`config.mk`:
```
export PLATFORM = sky130hd
export DESIGN_NAME = vga_sync_decoder
export DESIGN_NICKNAME = d
export VERILOG_FILES = /design/src/rtl/vga_sync_decoder.sv
export SDC_FILE = /design/constraint.sdc
export NUM_CORES = 1
export LEC_CHECK = 0
export BUFFER_PORTS_ARGS = -buffer_cell sky130_fd_sc_hd__buf_4
export CORE_ASPECT_RATIO = 1.1
export CORE_UTILIZATION = 29
export CTS_CLUSTER_SIZE = 20
export DETAILED_ROUTE_END_ITERATION = 6
export HOLD_SLACK_MARGIN = 0.1
export SLEW_MARGIN = 30
export SYNTH_ARGS = -nofsm -noshare
export SYNTH_HDL_FRONTEND = slang
export SYNTH_SLANG_ARGS = --single-unit
```
`constraint.sdc`:
```
create_clock -name i_clk -period 2.25 [get_ports i_clk]
set_input_delay 0.225 -clock i_clk [delete_from_list [all_inputs] [get_ports i_clk]]
set_output_delay 0.225 -clock i_clk [all_outputs]
set_load 0.1 [all_outputs]
```
`src/rtl/vga_sync_decoder.sv`:
```
// Receive-side 640x480 VGA timing decoder: recovers x/y/de, measures line and frame timing, tracks lock.
// Define VGA_DEC_CRC_EN to add a per-frame CRC-16-CCITT over active pixels (o_frame_crc, o_crc_valid).
module vga_sync_decoder #(
    parameter int H_ACTIVE     = 640,
    parameter int H_SYNC_START = 656,
    parameter int H_TOTAL      = 800,
    parameter int V_ACTIVE     = 480,
    parameter int V_SYNC_START = 490,
    parameter int V_TOTAL      = 525,
    parameter int LOCK_FRAMES  = 2
) (
    input  logic        i_clk,
    input  logic        i_rst,
    input  logic        i_pix_stb,
    input  logic        i_hs,
    input  logic        i_vs,
    input  logic [1:0]  i_r,
    input  logic [2:0]  i_g,
    input  logic [2:0]  i_b,
    output logic [9:0]  o_x,
    output logic [9:0]  o_y,
    output logic        o_de,
    output logic [1:0]  o_r,
    output logic [2:0]  o_g,
    output logic [2:0]  o_b,
    output logic        o_pix_valid,
    output logic        o_locked,
    output logic [10:0] o_line_len,
    output logic [9:0]  o_frame_lines,
    output logic        o_hs_err,
`ifdef VGA_DEC_CRC_EN
    output logic [15:0] o_frame_crc,
    output logic        o_crc_valid,
`endif
    output logic        o_vs_err
);

    // state  | meaning
    // SEARCH | waiting for the first VS fall
    // TRACK  | counting consecutive error-free frames
    // LOCKED | timing stable, o_de enabled
    typedef enum logic [1:0] {SEARCH, TRACK, LOCKED} state_t;

    localparam logic [9:0]  H_LAST  = 10'(H_TOTAL - 1);
    localparam logic [9:0]  H_SS    = 10'(H_SYNC_START);
    localparam logic [9:0]  H_ACT   = 10'(H_ACTIVE);
    localparam logic [10:0] H_TOT11 = 11'(H_TOTAL);
    localparam logic [10:0] H_TMO   = 11'(2 * H_TOTAL);
    localparam logic [9:0]  V_LAST  = 10'(V_TOTAL - 1);
    localparam logic [9:0]  V_SS    = 10'(V_SYNC_START);
    localparam logic [9:0]  V_ACT   = 10'(V_ACTIVE);
    localparam logic [9:0]  V_TOT10 = 10'(V_TOTAL);
    localparam logic [3:0]  LOCK_N  = 4'(LOCK_FRAMES);

    state_t      state;
    logic        hs_q, vs_q;
    logic [9:0]  hcnt, vcnt;
    logic [10:0] llen;
    logic [9:0]  flines;
    logic [3:0]  good;
    logic        err_seen, h_armed, v_armed;

    logic        hs_fall, vs_fall, hwrap, tmo, hs_err_now, vs_err_now, de_nxt;
    logic [9:0]  hcnt_nxt, vcnt_nxt, flines_meas;
    logic [10:0] llen_inc;

    assign o_x = hcnt;
    assign o_y = vcnt;

    always_comb begin
        hs_fall  = i_pix_stb && hs_q && !i_hs;
        vs_fall  = i_pix_stb && vs_q && !i_vs;
        hwrap    = i_pix_stb && !hs_fall && (hcnt == H_LAST);
        hcnt_nxt = hs_fall ? H_SS : (hwrap ? 10'd0 : hcnt + 10'd1);
        vcnt_nxt = vcnt;
        if (vs_fall)
            vcnt_nxt = V_SS;
        else if (hwrap)
            vcnt_nxt = (vcnt == V_LAST) ? 10'd0 : vcnt + 10'd1;
        llen_inc    = (llen == 11'h7FF) ? llen : llen + 11'd1;
        tmo         = i_pix_stb && !hs_fall && (llen_inc == H_TMO);
        hs_err_now  = (hs_fall && h_armed && (llen != H_TOT11)) || tmo;
        // a wrap on the VS-fall strobe closes the frame that is ending
        flines_meas = (hwrap && (flines != 10'h3FF)) ? flines + 10'd1 : flines;
        vs_err_now  = vs_fall && v_armed && (flines_meas != V_TOT10);
        de_nxt      = (hcnt_nxt < H_ACT) && (vcnt_nxt < V_ACT) && (state == LOCKED);
    end

    always_ff @(posedge i_clk or negedge i_rst) begin
        if (!i_rst) begin
            state         <= SEARCH;
            hs_q          <= 1'b1;
            vs_q          <= 1'b1;
            hcnt          <= '0;
            vcnt          <= '0;
            llen          <= '0;
            flines        <= '0;
            good          <= '0;
            err_seen      <= 1'b0;
            h_armed       <= 1'b0;
            v_armed       <= 1'b0;
            o_de          <= 1'b0;
            o_r           <= '0;
            o_g           <= '0;
            o_b           <= '0;
            o_pix_valid   <= 1'b0;
            o_locked      <= 1'b0;
            o_line_len    <= '0;
            o_frame_lines <= '0;
            o_hs_err      <= 1'b0;
            o_vs_err      <= 1'b0;
        end else begin
            o_pix_valid <= i_pix_stb;
            o_hs_err    <= hs_err_now;
            o_vs_err    <= vs_err_now;
            if (i_pix_stb) begin
                hs_q <= i_hs;
                vs_q <= i_vs;
                hcnt <= hcnt_nxt;
                vcnt <= vcnt_nxt;
                o_r  <= i_r;
                o_g  <= i_g;
                o_b  <= i_b;
                o_de <= de_nxt;
                if (hs_fall) begin
                    o_line_len <= llen;
                    llen       <= 11'd1;
                    h_armed    <= 1'b1;
                end else if (tmo) begin
                    llen <= '0;
                end else begin
                    llen <= llen_inc;
                end
                if (vs_fall) begin
                    o_frame_lines <= flines_meas;
                    flines        <= '0;
                    v_armed       <= 1'b1;
                end else begin
                    flines <= flines_meas;
                end
            end
            case (state)
                SEARCH: begin
                    if (vs_fall) begin
                        state    <= TRACK;
                        good     <= '0;
                        err_seen <= 1'b0;
                    end
                end
                TRACK: begin
                    if (vs_fall) begin
                        err_seen <= 1'b0;
                        if (err_seen || hs_err_now || vs_err_now) begin
                            good <= '0;
                        end else begin
                            good <= good + 4'd1;
                            if (good + 4'd1 >= LOCK_N) begin
                                state    <= LOCKED;
                                o_locked <= 1'b1;
                            end
                        end
                    end else if (hs_err_now) begin
                        good     <= '0;
                        err_seen <= 1'b1;
                    end
                end
                LOCKED: begin
                    // react to the registered pulse so o_locked drops one clock after it
                    if (o_hs_err || o_vs_err) begin
                        state    <= SEARCH;
                        o_locked <= 1'b0;
                        o_de     <= 1'b0;
                        h_armed  <= 1'b0;
                        v_armed  <= 1'b0;
                    end
                end
                default: state <= SEARCH;
            endcase
        end
    end

`ifdef VGA_DEC_CRC_EN
    function automatic logic [15:0] crc_byte(input logic [15:0] c, input logic [7:0] d);
        logic [15:0] r;
        r = c;
        for (int i = 7; i >= 0; i--) begin
            if (r[15] ^ d[i])
                r = {r[14:0], 1'b0} ^ 16'h1021;
            else
                r = {r[14:0], 1'b0};
        end
        return r;
    endfunction

    logic [15:0] crc_acc;

    always_ff @(posedge i_clk or negedge i_rst) begin
        if (!i_rst) begin
            crc_acc     <= 16'hFFFF;
            o_frame_crc <= '0;
            o_crc_valid <= 1'b0;
        end else begin
            o_crc_valid <= vs_fall;
            if (vs_fall) begin
                o_frame_crc <= crc_acc;
                crc_acc     <= 16'hFFFF;
            end else if (i_pix_stb && de_nxt) begin
                crc_acc <= crc_byte(crc_acc, {i_r, i_g, i_b});
            end
        end
    end
`endif

endmodule

```
[Word level (Yosys, flattened, before mapping)]
Index checks and enable logic that the tools add are counted.
Operators by class
  shift-type cells: 0
  div/mod/pow operators: 0
  bitwise logic cells: 0
  reductions and logical operators: 29
  $add $sub $neg: 5
  equal/unequal tests: 15
  multipliers: 0
  multiplexer cells: 41
  $lt $le $gt $ge: 3
Operators by type and width (number)
  10-bit 2-to-1 mux: 7
  11-bit 2-to-1 mux: 3
  10-bit by 1-bit adder with 10-bit output, second input constant: 3
  11-bit equality test, second input constant: 2
  10-bit equality test, second input constant: 2
  10-bit != test, second input constant: 2
  1-bit 2-to-1 mux: 18
  4-bit 2-to-1 mux: 4
  1-bit logical AND: 14
  11-bit by 1-bit adder with 11-bit output, second input constant: 1
  11-bit by 10-bit != test with 1-bit output, second input constant: 1
  10-bit less-than comparator, second input constant: 1
  10-bit by 9-bit less-than comparator with 1-bit output, second input constant: 1
  2-bit 2-to-1 mux: 5
  5-bit AND reduction: 2
  2-bit != test, second input constant: 4
  4-bit one-hot mux with 2 select lines: 1
  2-bit one-hot mux with 3 select lines: 1
  4-bit by 1-bit adder with 4-bit output, second input constant: 1
  4-bit by 2-bit greater-or-equal comparator with 1-bit output, second input constant: 1
  1-bit logical OR: 4
  1-bit one-hot mux with 2 select lines: 2
  2-bit AND reduction: 2
  2-bit nonzero test: 2
  7 further kinds: 9
Word-level totals
  bits in latches: 0
  input bits: 13
  memory bits (writable): 0
  memories kept: 0
  logic and storage cells: 114
  output and inout bits: 54
  ROM bits: 0
  flip-flop bits (word level): 86

[Logic depth before layout (Yosys ltp)]
Gate-level depths: netlist of run 1.
  depth after elaboration: 13
  mapped depth: 11
  gate-level depth less buffers: 9

[Worst setup path before layout of run 1]
No wires, ideal clock.
  path kind: register to register
  start point: register hcnt[0], in the netlist o_x[0]
  end point: register o_locked
  setup time: 0.067 ns
  stages on the path, launching flop included: 11
  data required time: 2.183 ns
  period minus slack after synthesis: 2.936 ns
  arrival: 2.869 ns
  path buffers: 1
  slack: -0.686 ns
  cell sequence: dfrtp_1 -> ha_1 -> and4_1 -> buf_2 -> and3b_4 -> a31oi_1 -> o21bai_1 -> o41ai_2 -> nand3_2 -> nor2_1 -> o21a_1
Between the ends
  word-level cells in the longest chain between the ends: 9
RTL lines
  start: declaration: RTL line 57  | logic [9:0] hcnt, vcnt;
  start signal: assignment: RTL line 119  | hcnt <= hcnt_nxt;
  10-bit equality test: RTL line 73  | hwrap = i_pix_stb && !hs_fall && (hcnt == H_LAST);
  1-bit logical AND: RTL line 73
  1-bit logical AND: RTL line 84  | flines_meas = (hwrap && (flines != 10'h3FF)) ? flines + 10'd1 : flines;
  10-bit 2-to-1 mux: RTL line 84
  10-bit != test: RTL line 85  | vs_err_now = vs_fall && v_armed && (flines_meas != V_TOT10);
  1-bit logical AND: RTL line 85
  1-bit logical OR: RTL line 153  | if (err_seen || hs_err_now || vs_err_now) begin
  2-bit != test (no source line)
  5-bit AND reduction (no source line)
  end signal: assignment: RTL line 107  | o_locked <= 1'b0;
  end signal: assignment: RTL line 159  | o_locked <= 1'b1;
  end signal: assignment: RTL line 171  | o_locked <= 1'b0;
  end: declaration: RTL line 27  | output logic o_locked,
No other way between the ends.
A chain may end at the register's enable or synchronous reset.

[Worst setup path in the final report of run 1]
  start point: register llen[0]
  end point: register good[2]
Between the ends
  word-level cells in the longest chain between the ends: 10
RTL lines
  start: declaration: RTL line 58  | logic [10:0] llen;
  start signal: assignment: RTL line 132  | llen <= llen_inc;
  11-bit by 1-bit adder with 11-bit output / 11-bit equality test (equally long branches): RTL line 80  | llen_inc = (llen == 11'h7FF) ? llen : llen + 11'd1;
  11-bit 2-to-1 mux: RTL line 80
  11-bit equality test: RTL line 81  | tmo = i_pix_stb && !hs_fall && (llen_inc == H_TMO);
  1-bit logical AND: RTL line 81
  1-bit logical OR (*): RTL line 82  | hs_err_now = (hs_fall && h_armed && (llen != H_TOT11)) || tmo;
  1-bit logical OR (2 in series): RTL line 153
  4-bit 2-to-1 mux: RTL line 153
  4-bit 2-to-1 mux: RTL line 151  | if (vs_fall) begin
  4-bit one-hot mux with 2 select lines: RTL line 142  | case (state)
  end signal: assignment: RTL line 156  | good <= good + 4'd1;
  end: declaration: RTL line 60  | logic [3:0] good;
Every way passes the cells marked *; elsewhere a longest branch is shown, timed or not.

==> key figures, run 1 <==
Run status
  • Outcome: completed

Finish
  • Seq. cell area: 0.002187 sq mm
  • Footprint of the multi-input gates: 0.002364 sq mm
  • Ant diodes: 0
  • Post-route cell area: 0.006083 sq mm
  • Layout cell share with drive strength beyond 1: 0.3666
  • Nets: 597
  • Area Overhead vs Synth: 34.38%
  • Finished Layout Cells: 777
  • Layout fillers: 1541

Critical path
  • Crit Path Category: register to register
  • Worst setup SP type: register
  • CP Cell Sequence: inv_1, ha_1, or4b_1, o311a_1, nand2b_4, a311oi_2, nand3_2, o21bai_1, a21o_1
  • Cell family with the largest share of critical-path delay: compound AO/OA/AOI/OAI gates
  • Slowest CP cell: or4b_1
  • Max stage delay on crit path: 0.44 ns
  • Crit Path Max Fanout: 6
  • CP Capture Type: register
  • Critical Path AT: 2.52 ns
  • Buffer and inverter count on the worst path: 1
  • WP data required: 2.54 ns

Floorplan
  • Standard-cell rows: 47
  • Die X: 121.1 um
  • Full die area: 0.01611 sq mm
  • Starting Density: 0.2984
  • Die height: 133.0 um
  • Core Area: 0.01517 sq mm
  • Ports: 67

Clock tree
  • Skew-Pair Late Insertion Delay: 0.35 ns
  • CTS Buffer Depth: 2
  • H-tree depth: 3
  • CTS tree: done
  • CTS Root Cell: clkbuf_16
  • Clk pin slew, worst setup/hold paths: 0.06 ns
  • Clk sink count: 86
  • CTS buffer count: 9

Detailed routing
  • Post-Route WL: 11740 um
  • Via count: 3934
  • Vias per cell: 5.063
  • Initial DRC count: 164
  • DR WL/cell: 15.10 um
  • Post-route ant nets: 0
  • Pre-antenna DRT Iters: 4
  • Remaining DRCs: 0

Placement
  • Placer Congestion: 0.8311
  • Inst Count DP: 757
  • Pre-CTS worst setup slack: -0.1017 ns
  • Post-DP HPWL: 8517 um
  • Area after DPL: 0.005654 sq mm
  • Port Buffers: 66

Timing
  • Final worst path period need: 2.233 ns
  • Fmax: 0.4478 GHz
  • Worst Clk Skew: 0.004778 ns
  • Fin. Hold Viols: 0
  • Worst rel slew slack: 0.5781
  • WHS: 0.1104 ns
  • Final setup violation count: 0
  • Max Slew Vio Count: 0
  • RSZ-0062 raised after global routing: true
  • Slack of the critical path: 0.01684 ns
  • Slew @ Worst Pin: 0.6329 ns
  • Final critical-path share of the clock period: 0.9925

Global route
  • Vias in the first global route: 3890
  • Tot GR Track Use: 0.1520
  • First-pass GRT wire length: 19190 um
  • Total grt overflow: 0
  • Initial antenna violation count: 0
  • Pin count of the biggest net entering global routing: 70

Yosys
  • EDFF count, synth: 0
  • Cells after synthesis: 465
  • Syn_area_per_cell: 9.735 sq um
  • Most used DFF post-synth: dfrtp_1
  • Post-Syn Area: 0.004527 sq mm
  • Register area share after synthesis: 0.4760
  • Post-synth cell types: 66
  • Synth warn: 0
  • FF+latch count, synth: 86
  • Synth Net Count: 486
  • Ys async rst share: 1.000

Pwr
  • Maximum vdd drop: 0.5667 mV
  • Leak: 0.002774 uW
  • Pwr dens: 719.6 mW/mm^2

Min path
  • Type of the worst min-delay path: input port to register

Flow run
  • Max-Cap Viols: 0
## metrics by stage
step,power (uW),TNS [ns],util
2_1_floorplan,2504,-0.9762,-
3_3_place_gp,2819,0,0.3727
3_5_place_dp,2841,-0.3335,0.3727
4_1_cts,4398,-0.001874,0.3971
5_1_grt,4549,-0.4537,0.4010
6_report,4378,0,0.4010
## cell families after synthesis
group | count (synthesis) | synth area share
and+or+nand+nor | 186 | 0.2170
AOI/OAI and AO/OA | 106 | 0.1531
DFF | 86 | 0.4760
buffers and inverters | 37 | 0.03676
muxes | 29 | 0.06993
xor gates and xnor gates | 13 | 0.02515
adders and majority gates | 8 | 0.02211
## final cells by class
type,count,area share
Inverter,14,0.008638
Clock buffer,12,0.04216
Timing Repair Buffer,123,0.1534
Tap cell,196,0.04031
Sequential cell,86,0.3595
Clock inverter,4,0.007404
Multi-Input combinational cell,342,0.3885
## path summary, 6_finish.rpt
path                                                    from                      endpoint  slack, ns  cells past startpoint
worst max register to register           llen[0]$_DFFE_PN0P_           good[2]$_DFFE_PN0P_       0.02                      9
worst min-delay path                                  i_b[2]            o_b[2]$_DFFE_PN0P_       0.11                      2
worst min register to register  o_frame_lines[6]$_DFFE_PN0P_  o_frame_lines[6]$_DFFE_PN0P_       0.49                      2
min in group asynchronous                              i_rst     o_line_len[6]$_DFFE_PN0P_       0.45                      2
worst max-delay path                     llen[0]$_DFFE_PN0P_           good[2]$_DFFE_PN0P_       0.02                      9
max in group asynchronous                              i_rst            o_hs_err$_DFF_PN0_       1.20                      3
## placed cells by master, fill, tap and decap left out, types with 7 or more instances in the layout
| master | count |
|---|---|
| buf_4 | 120 |
| nor2_1 | 42 |
| dfrtp_1 | 66 |
| xor2_1 | 8 |
| dfrtp_2 | 14 |
| a31oi_1 | 8 |
| o21ai_0 | 41 |
| nand3_1 | 24 |
| nor3_1 | 7 |
| mux2_2 | 21 |
| nand2_1 | 48 |
| mux2i_1 | 7 |
| inv_1 | 13 |
| a21oi_1 | 15 |
| clkbuf_16 | 9 |
| and3_1 | 7 |
## metal layers
layer | up-vias | GRT usage | part of all wire
met2 | 98 | 0.2549 | 0.51
met5 | - | 0 | 0
li1 | 1892 | - | -
met4 | 0 | 0.06516 | 0.017
met1 | 1926 | 0.1900 | 0.43
met3 | 18 | 0.02759 | 0.046
## cells in the mapped netlist (all sizes together) (3+ instances only)
library cell,n,area share
ha,8,0.022
nor2,45,0.039
mux2i,8,0.018
xor2,8,0.015
nand2,48,0.040
dfrtp,84,0.46
o21bai,3,0.0050
o211ai,3,0.0050
and3,10,0.015
nand3,26,0.030
nand2b,7,0.0097
o21a,4,0.0066
or3,4,0.0055
nand4,7,0.011
and4,6,0.012
nor2b,7,0.0097
inv,14,0.012
nor3,11,0.012
mux2,21,0.052
a21o,3,0.0050
a22o,4,0.0080
nor3b,3,0.0061
a21oi,15,0.017
o21ai,43,0.048
buf,10,0.014
xnor2,5,0.0097
clkbuf,13,0.011
a31oi,9,0.012
o22a,3,0.0061
nor4,3,0.011
o41ai,3,0.0075
## report_power, final
| group | internal (uW) | switching [uW] |
|---|---|---|
| clock | 915 | 611 |
| combinational | 347 | 796 |
| sequential | 1650 | 57.5 |
## registers in the layout, indices dropped and copies added, names as in the netlist
name / count
o_g: 3
h_armed: 1
state: 2
o_y: 10
err_seen: 1
o_frame_lines: 10
good: 4
llen: 11
o_line_len: 11
o_hs_err: 1
vs_q: 1
o_pix_valid: 1
o_x: 10
hs_q: 1
o_b: 3
o_vs_err: 1
o_locked: 1
o_de: 1
v_armed: 1
flines: 10
o_r: 2
## what timing repair did
action                                  in CTS  in global routing
endpoints found under the setup margin       7                 16
cloned                                       0                  0
resized for setup                            9                  8
hold buffers                                 1                  0
hold endpoints to repair                    65                  0
setup buffers                                3                  0
pin swaps                                    5                  4
Power figures use the tool's default switching activity.
==> run 2: changes to the inputs <==
clock period = 1.85 ns   (was 2.25 ns; I/O delays follow)
==> key figures, run 2 (synthesis gave the netlist of run 1 again) <==
Run status
  • Outcome: finished with violations
  • Failing checks: setup timing

Placement
  • Post-DP HPWL: 9296 um (+9.1%)
  • Port Buffers: 66 (unchanged)
  • Placer Congestion: 0.8070 (-2.9%)
  • Pre-CTS worst setup slack: -0.4963 ns (-0.3946 ns)

Finish
  • Seq. cell area: 0.002187 sq mm (unchanged)
  • Most common cell after layout, fill and taps aside: buf_4
  • Commonest cells after routing, fill and taps aside: buf_4, dfrtp_1, nand2_1
  • Layout fillers: 1411 (-8.4%)
  • Nets: 682 (+14%)
  • Layout cell share with drive strength beyond 1: 0.5030 (+0.1364)
  • Footprint of the multi-input gates: 0.002689 sq mm (+14%)
  • Largest regs: llen x11, o_line_len x11
  • Ant diodes: 0 (unchanged)
  • Final core utilization: 0.4715 (+0.07059)
  • Area Overhead vs Synth: 58.04%

Floorplan
  • Full die area: 0.01611 sq mm (unchanged)
  • Starting Density: 0.2984 (unchanged)
  • Die height: 133.0 um (unchanged)
  • Die X: 121.1 um (unchanged)
  • Ports: 67 (unchanged)
  • Standard-cell rows: 47 (unchanged)
  • Core Area: 0.01517 sq mm (unchanged)

Global route
  • Vias in the first global route: 4444 (+14%)
  • Initial antenna violation count: 0 (unchanged)
  • First-pass GRT wire length: 21660 um (+13%)
  • Total grt overflow: 0 (unchanged)
  • Pin count of the biggest net entering global routing: 38 (-46%)
  • Tot GR Track Use: 0.1716 (+0.01960)

Pwr
  • Sw frac: 0.3307 (-0.003764)
  • Switching power: 1824 uW (+25%)
  • Internal: 3693 uW (+27%)
  • Combinational share of power: 0.287 (+0.026)
  • Seq pwr share: 0.377 (-0.013)
  • Maximum vdd drop: 0.7764 mV (+37%)
  • Leak: 0.003247 uW (+17%)
  • Pwr dens: 771.2 mW/mm^2 (+7.2%)
  • Clk pwr share: 0.336 (-0.013)

Clock tree
  • CTS Root Cell: clkbuf_16
  • CTS Buffer Depth: 2 (unchanged)
  • Clk sink count: 86 (unchanged)
  • Clk pin slew, worst setup/hold paths: 0.06 ns (about the same)
  • CTS tree: done
  • CTS buffer count: 9 (unchanged)
  • Skew-Pair Late Insertion Delay: 0.35 ns (about the same)
  • H-tree depth: 3 (unchanged)

Timing
  • Final setup violation count: 35 (+35)
  • Final critical-path share of the clock period: 1.250 (+0.2574)
  • Fmax: 0.4325 GHz (-3.4%)
  • Worst rel slew slack: 0.5372 (-0.04087)
  • Worst Clk Skew: 0.009800 ns (+0.005022 ns)
  • Final worst path period need: 2.312 ns (+0.07923 ns)
  • Max Slew Vio Count: 0 (unchanged)
  • RSZ-0062 raised after global routing: true
  • Slack of the critical path: -0.4624 ns (-0.4792 ns)
  • Slew @ Worst Pin: 0.6870 ns (+0.05405 ns)
  • Fin. Hold Viols: 0 (unchanged)

Min path
  • Type of the worst min-delay path: input port to register

Critical path
  • WP data required: 2.14 ns (-0.40 ns)
  • Worst setup path end: good[2]$_DFFE_PN0P_
  • Reg2reg path depth: 9 (unchanged)
  • Critical Path AT: 2.61 ns (+0.09 ns)
  • Crit path launch: o_x[0]$_DFFE_PN0P_
  • Worst reg2reg path endpoint: good[2]$_DFFE_PN0P_
  • Worst setup SP type: register
  • CP Capture Type: register
  • Flop-to-flop setup slack: -0.46 ns (-0.48 ns)
  • Crit Path Category: register to register
  • Critical R2R Launch: o_x[0]$_DFFE_PN0P_
  • Crit Path Max Fanout: 6 (unchanged)

Detailed routing
  • DR WL/cell: 15.47 um (+2.4%)
  • Via count: 4334 (+10%)
  • Pre-antenna DRT Iters: 4 (unchanged)
  • Post-Route WL: 13340 um (+14%)
  • Vias per cell: 5.028 (-0.70%)
  • Post-route ant nets: 0 (unchanged)
  • Initial DRC count: 194 (+18%)
  • Remaining DRCs: 0 (unchanged)

Flow run
  • Max-Cap Viols: 0 (unchanged)
run 2: timing repair:
item | 4_1_cts | 5_1_grt
hold endpoints to repair | 39 | 0
gates resized for setup | 68 | 40
buffers inserted | 12 | 9
pin swaps | 35 | 27
endpoints found under the setup margin | 42 | 50
hold buffers | 11 | 0
run 2: worst max-delay path, stage by stage (launching register included):
cell	delay, ns
dfrtp_4	0.49
ha_4	0.17
and4_4	0.15
and3b_4	0.20
and3_4	0.17
mux2i_4	0.19
o41ai_4	0.41
nand3_4	0.17
o21bai_1	0.18
a21o_1	0.13
run 2: cell type report:
| type | instances | share of cell area |
|---|---|---|
| sequential | 86 | 0.3057 |
| clock inverter | 1 | 0.004197 |
| timing repair buffer | 208 | 0.2352 |
| tap | 196 | 0.03428 |
| multi-input combinational | 342 | 0.3758 |
| inverter | 14 | 0.007345 |
| clock buffer | 15 | 0.03743 |
run 2: worst min path at each step:
| stage | startpoint | to | slack (ns) | depth (start not counted) |
|---|---|---|---|---|
| after floorplan | i_rst | err_seen$_DFFE_PN0P_ | -0.11 | 0 |
| after global placement | i_rst | h_armed$_DFF_PN0_ | 0.17 | 1 |
| after detailed placement | i_rst | h_armed$_DFF_PN0_ | 0.18 | 1 |
| after CTS | i_hs | o_x[4]$_DFFE_PN0P_ | 0.19 | 3 |
| after global routing | i_hs | o_x[4]$_DFFE_PN0P_ | 0.22 | 3 |
| final | i_hs | o_x[4]$_DFFE_PN0P_ | 0.20 | 3 |
run 2: power groups by stage:
stage	registers, uW	clock network [uW]	logic (uW)
6_report	2080	1850	1580
5_1_grt	2100	1970	1670
4_1_cts	2080	1890	1530
3_5_place_dp	2110	0	1440
3_3_place_gp	2110	0	1420
2_1_floorplan	2730	0	326
run 2: metal layers:
layer / wire, um / global-route usage / vias to the layer above
li1: - / - / 2068
met3: 472 / 0.02974 / 18
met2: 7222 / 0.3076 / 90
met5: 0 / 0 / -
met4: 257 / 0.07476 / 0
met1: 5385 / 0.1980 / 2158
run 2: per-stage QoR:
stage | cells | hold WS (ns) | area [sq um] | TNS (ns) | total power [uW]
6_report | 862 | 0.2015 | 7154 | -7.901 | 5517
5_1_grt | 862 | 0.2219 | 7154 | -11.40 | 5741
2_1_floorplan | 465 | -0.1106 | 4687 | -11.46 | 3052
3_5_place_dp | 818 | 0.1768 | 6176 | -8.494 | 3554
3_3_place_gp | 818 | 0.1740 | 6176 | -6.084 | 3531
4_1_cts | 857 | 0.1949 | 6948 | -6.718 | 5513
